**src/rtl/pipeline_ctrl_pkg.sv**
```systemverilog
// Shared constants for the pipeline stall/flush controller: stall masks, exception codes,
// handler vectors and controller state encoding.
package pipeline_ctrl_pkg;

    localparam logic [5:0] STALL_NONE = 6'b000000;
    localparam logic [5:0] STALL_ID   = 6'b000111;
    localparam logic [5:0] STALL_EX   = 6'b001111;
    localparam logic [5:0] STALL_MEM  = 6'b011111;

    localparam logic Stop   = 1'b1;
    localparam logic NoStop = 1'b0;

    localparam logic [31:0] EXC_NONE         = 32'h0;
    localparam logic [31:0] EXC_INT          = 32'h1;
    localparam logic [31:0] EXC_SYSCALL      = 32'h8;
    localparam logic [31:0] EXC_INST_INVALID = 32'ha;
    localparam logic [31:0] EXC_TRAP         = 32'hc;
    localparam logic [31:0] EXC_OVERFLOW     = 32'hd;
    localparam logic [31:0] EXC_ERET         = 32'he;

    localparam logic [31:0] INT_VECTOR_DEF = 32'h0000_0020;
    localparam logic [31:0] EXC_VECTOR_DEF = 32'h0000_0040;

    typedef enum logic {
        S_RUN  = 1'b0,
        S_HOLD = 1'b1
    } ctrl_state_t;

    // Unknown nonzero codes go to the general exception handler.
    function automatic logic [31:0] exc_target(input logic [31:0] code,
                                               input logic [31:0] epc,
                                               input logic [31:0] int_vec,
                                               input logic [31:0] exc_vec);
        logic [31:0] target;
        target = exc_vec;
        case (code)
            EXC_INT:  target = int_vec;
            EXC_ERET: target = epc;
            default:  target = exc_vec;
        endcase
        return target;
    endfunction

endpackage

```
**src/rtl/pipeline_ctrl_stall_watchdog.sv**
```systemverilog
// Stall watchdog: counts consecutive stalled cycles and raises a sticky timeout flag.
module stall_watchdog #(
    parameter int STALL_TIMEOUT = 1024
) (
    input  logic clk,
    input  logic rst,
    input  logic stall_active,
    input  logic flush,
    output logic stall_timeout
);
    localparam int CW = $clog2(STALL_TIMEOUT + 1);

    logic [CW-1:0] stall_cnt;

    // Count saturates so a permanently stuck pipeline never wraps back below the trip point.
    always_ff @(posedge clk) begin
        if (rst) begin
            stall_cnt     <= '0;
            stall_timeout <= 1'b0;
        end else if (!stall_active || flush) begin
            stall_cnt <= '0;
        end else begin
            if (stall_cnt == CW'(STALL_TIMEOUT - 1))
                stall_timeout <= 1'b1;
            if (stall_cnt != CW'(STALL_TIMEOUT))
                stall_cnt <= stall_cnt + 1'b1;
        end
    end

endmodule

```
**src/rtl/pipeline_ctrl.sv**
```systemverilog
// Central stall/flush controller for the 6-stage pipeline.
// Optional PIPE_STALL_PERF_EN adds a free-running stalled-cycle counter on stall_cycles_o.
module pipeline_ctrl
    import pipeline_ctrl_pkg::*;
#(
    parameter logic [31:0] INT_VECTOR    = INT_VECTOR_DEF,
    parameter logic [31:0] EXC_VECTOR    = EXC_VECTOR_DEF,
    parameter int          HOLD_CYCLES   = 3,
    parameter int          STALL_TIMEOUT = 1024
) (
    input  logic        clk,
    input  logic        rst,
    input  logic        stallreq_from_id,
    input  logic        stallreq_from_ex,
    input  logic        stallreq_from_mem,
    input  logic [31:0] excepttype_i,
    input  logic [31:0] cp0_epc_i,
    output logic [5:0]  stall,
    output logic        flush,
    output logic [31:0] new_pc,
    output logic        stall_timeout
`ifdef PIPE_STALL_PERF_EN
    ,
    output logic [31:0] stall_cycles_o
`endif
);
    localparam int HW = $clog2(HOLD_CYCLES + 1);

    ctrl_state_t   state, state_nxt;
    logic [HW-1:0] hold_cnt;

    always_ff @(posedge clk) begin
        if (rst) begin
            state    <= S_RUN;
            hold_cnt <= '0;
        end else begin
            state <= state_nxt;
            if (state == S_RUN)
                hold_cnt <= HW'(HOLD_CYCLES - 1);
            else if (hold_cnt != '0)
                hold_cnt <= hold_cnt - 1'b1;
        end
    end

    // Outputs are forced quiet while reset is asserted so no stage moves during reset.
    always_comb begin
        state_nxt = state;
        stall     = STALL_NONE;
        flush     = NoStop;
        new_pc    = 32'h0;
        if (!rst) begin
            if (state == S_RUN && excepttype_i != EXC_NONE) begin
                flush     = Stop;
                new_pc    = exc_target(excepttype_i, cp0_epc_i, INT_VECTOR, EXC_VECTOR);
                state_nxt = S_HOLD;
            end else begin
                if (stallreq_from_mem)
                    stall = STALL_MEM;
                else if (stallreq_from_ex)
                    stall = STALL_EX;
                else if (stallreq_from_id)
                    stall = STALL_ID;
                if (state == S_HOLD && hold_cnt == '0)
                    state_nxt = S_RUN;
            end
        end
    end

    stall_watchdog #(
        .STALL_TIMEOUT(STALL_TIMEOUT)
    ) u_watchdog (
        .clk          (clk),
        .rst          (rst),
        .stall_active (stall != STALL_NONE),
        .flush        (flush),
        .stall_timeout(stall_timeout)
    );

`ifdef PIPE_STALL_PERF_EN
    // Lifetime statistic: flushes do not clear it, only reset does.
    always_ff @(posedge clk) begin
        if (rst)
            stall_cycles_o <= 32'h0;
        else if (stall != STALL_NONE)
            stall_cycles_o <= stall_cycles_o + 32'h1;
    end
`endif

endmodule

```
**config.mk**
```make
export PLATFORM = sky130hd
export DESIGN_NAME = pipeline_ctrl
export DESIGN_NICKNAME = d
export VERILOG_FILES = /design/src/rtl/pipeline_ctrl_pkg.sv /design/src/rtl/pipeline_ctrl_stall_watchdog.sv /design/src/rtl/pipeline_ctrl.sv
export SDC_FILE = /design/constraint.sdc
export NUM_CORES = 1
export LEC_CHECK = 0
export BUFFER_PORTS_ARGS = -buffer_cell sky130_fd_sc_hd__buf_2
export CORE_MARGIN = 2
export CORE_UTILIZATION = 35
export DETAILED_ROUTE_END_ITERATION = 10
export PLACE_DENSITY_LB_ADDON = 0.25
export SLEW_MARGIN = 20
export SYNTH_ARGS = -nofsm -noshare
export SYNTH_HDL_FRONTEND = slang
export SYNTH_SLANG_ARGS = --single-unit
```
**constraint.sdc**
```tcl
create_clock -name clk -period 2.9 [get_ports clk]
set_input_delay 0.58 -clock clk [delete_from_list [all_inputs] [get_ports clk]]
set_output_delay 0.58 -clock clk [all_outputs]
set_load 0.01 [all_outputs]
```
==> reports/results.ini <==
[global_route]
overflow=0
grt_pass1_wl_um=4498
grt_max_degree=31
grt_pass1_vias=1133
grt_antenna_before_repair=0
track_usage=0.1637

[sta]
fmax_mhz=367.8
rsz0062_at_grt=no
finalCriticalPeriod_ps=2719
slew_viol_final=0
setup_ws_ps=181.2
hold_violations=0
fin_skew_ps=4.808
hold_ws_ps=457.6
setup_viol=0
fin_crit_sh=0.9375
fin_setup_tns_ps=0

[worst_setup_path]
cp.required_ps=2320
startpoint=excepttype_i[26]
critPathArrivalTime_ps=2140
r2r-start=u_watchdog.stall_cnt[0]
start_kind=input port
cp_max_fo=30
end_kind=output pin
critPathKind=in -> out

[cts]
numCtsBuffers=3
cts_buffer_depth=2
cts_tree=built
clock_sinks=15
clk_latency_ps=280
cts_root_buffer=clkbuf_4
cts-htree-levels=1
cts.clk_slew.worst_paths_ps=80
cts_hold_buf=0

[placement]
gp_congestion=0.8045
port_buffers=107
post-dp-hpwl_um=2619
dp_cells=272
placed_area_mm2=0.001622
dp_slack_ps=138.5

[logic_synthesis]
yosys_most_used_dff=dfxtp_1
syn-num-nets=209
syn-cell-area_mm2=0.001081
syn_inst=138
yosysWarnings=0
syn_avg_cell_area_um2=7.834
yosysSeqAreaShare=0.2778
synth_edf_count=0
synthArstFlopShare=0
ys_ff_latch=15
synth.distinct_cells=38

[detailed_routing]
vias_per_cell=4.793
drc=0
drt_iter0_markers=57
ant_nets=0
first_pass_iters=4
postRouteWirelength_um=3174
num_vias=1323
wl_per_cell_um=11.50

[floorplan]
start_util=0.3600
die_x_um=59.58
io_pins=109
rows=20
die_y_um=59.58
fp.dieArea_mm2=0.003549
core_area_mm2=0.003003

[cells_and_area]
diodes=0
final_net_count=315
area_growth_pct=53.70
final_cell_mix=107 x buf_2, 30 x and2_1, 15 x dfxtp_1, 14 x nor3_1, 8 x nor2_1
final_common_cell=buf_2
layout.cells.non_filler=276
stdcell_area_mm2=0.001662
drive_gt1_frac=0.4938

[pwr]
max-vdd-ir-drop_v=0.00009388
power.leakage_uw=0.0008580
p_per_area_mw_per_mm2=252.0

[status]
status=complete, no violations

[flow_run]
cap_violations=0

[min_path]
min_path_type=reg -> reg
hp-start=u_watchdog.stall_timeout

## where the power goes
part	switching (uW)	total [uW]	leakage [uW]	internal [uW]
sequential	3.58	213	0.000122	210
clock	66.8	118	0.0000177	51.2
combinational	38.3	87.3	0.000719	49.0
## registers in the layout, indices dropped and copies added, names as in the netlist
| name | flops |
|---|---|
| state | 1 |
| u_watchdog.stall_timeout | 1 |
| u_watchdog.stall_cnt | 11 |
| hold_cnt | 2 |
## worst paths after layout
kind / to / slack [ps] / cells after the start
max reg2reg: u_watchdog.stall_cnt[10] / 1280 / 4
max: new_pc[0] / 180 / 7
min reg2reg: u_watchdog.stall_timeout / 460 / 2
min: u_watchdog.stall_timeout / 460 / 2
## layer usage
| layer | part of all wire | track usage |
|---|---|---|
| met3 | 0.065 | 0.03930 |
| met5 | 0 | 0 |
| met2 | 0.51 | 0.2857 |
| met4 | 0.0060 | 0.03810 |
| met1 | 0.42 | 0.2018 |
## through the flow
step | utilization | total power, uW
global placement | 0.5400 | 304.0
detailed placement | 0.5400 | 304.5
global route | 0.5533 | 444.9
floorplan | - | 252.1
finish | 0.5533 | 418.7
CTS | 0.5492 | 424.1
## cell usage after synthesis (2+ instances only)
cell type | n | area (um2)
nand3_1 | 4 | 20.02
inv_1 | 5 | 18.77
xor2_1 | 3 | 26.28
nor4_1 | 9 | 56.30
xnor2_1 | 5 | 43.79
a211oi_1 | 2 | 15.01
and2_1 | 30 | 187.7
clkbuf_2 | 2 | 10.01
dfxtp_1 | 15 | 300.3
nand4_1 | 3 | 18.77
ha_1 | 2 | 25.02
buf_4 | 3 | 22.52
nand2_1 | 6 | 22.52
and3_1 | 2 | 12.51
nor2_1 | 8 | 30.03
nor3_1 | 14 | 70.07
clkbuf_1 | 2 | 7.510
and4b_1 | 2 | 20.02
a21oi_1 | 2 | 10.01
## final cells by class
type,count,area (um2)
flip-flops and latches,15,300.3
clock inverters,1,5.005
fillers,308,1341
inverters,5,18.77
well taps,33,41.29
multi-input cells,110,723.2
repair buffers,109,550.5
clock buffers,3,22.52
## what timing repair did
item,CTS,global route
buffers inserted,0,0
gates resized for setup,0,2
endpoints found under the setup margin,0,21
## critical path: stages
cell	delay, ps
buf_2	100
nor4_1	320
nand4_1	220
nor4_2	350
buf_4	280
and2_1	160
buf_2	130
## logic make-up after synthesis
group,synth area share
compound gates,0.08102
xor+xnor,0.06482
fa+ha+maj,0.02314
other cells,0.003469
flops,0.2778
mux,0.009260
simple gates,0.4757
buf+inv,0.06482
Note: power is estimated with default switching activity, not from simulation.
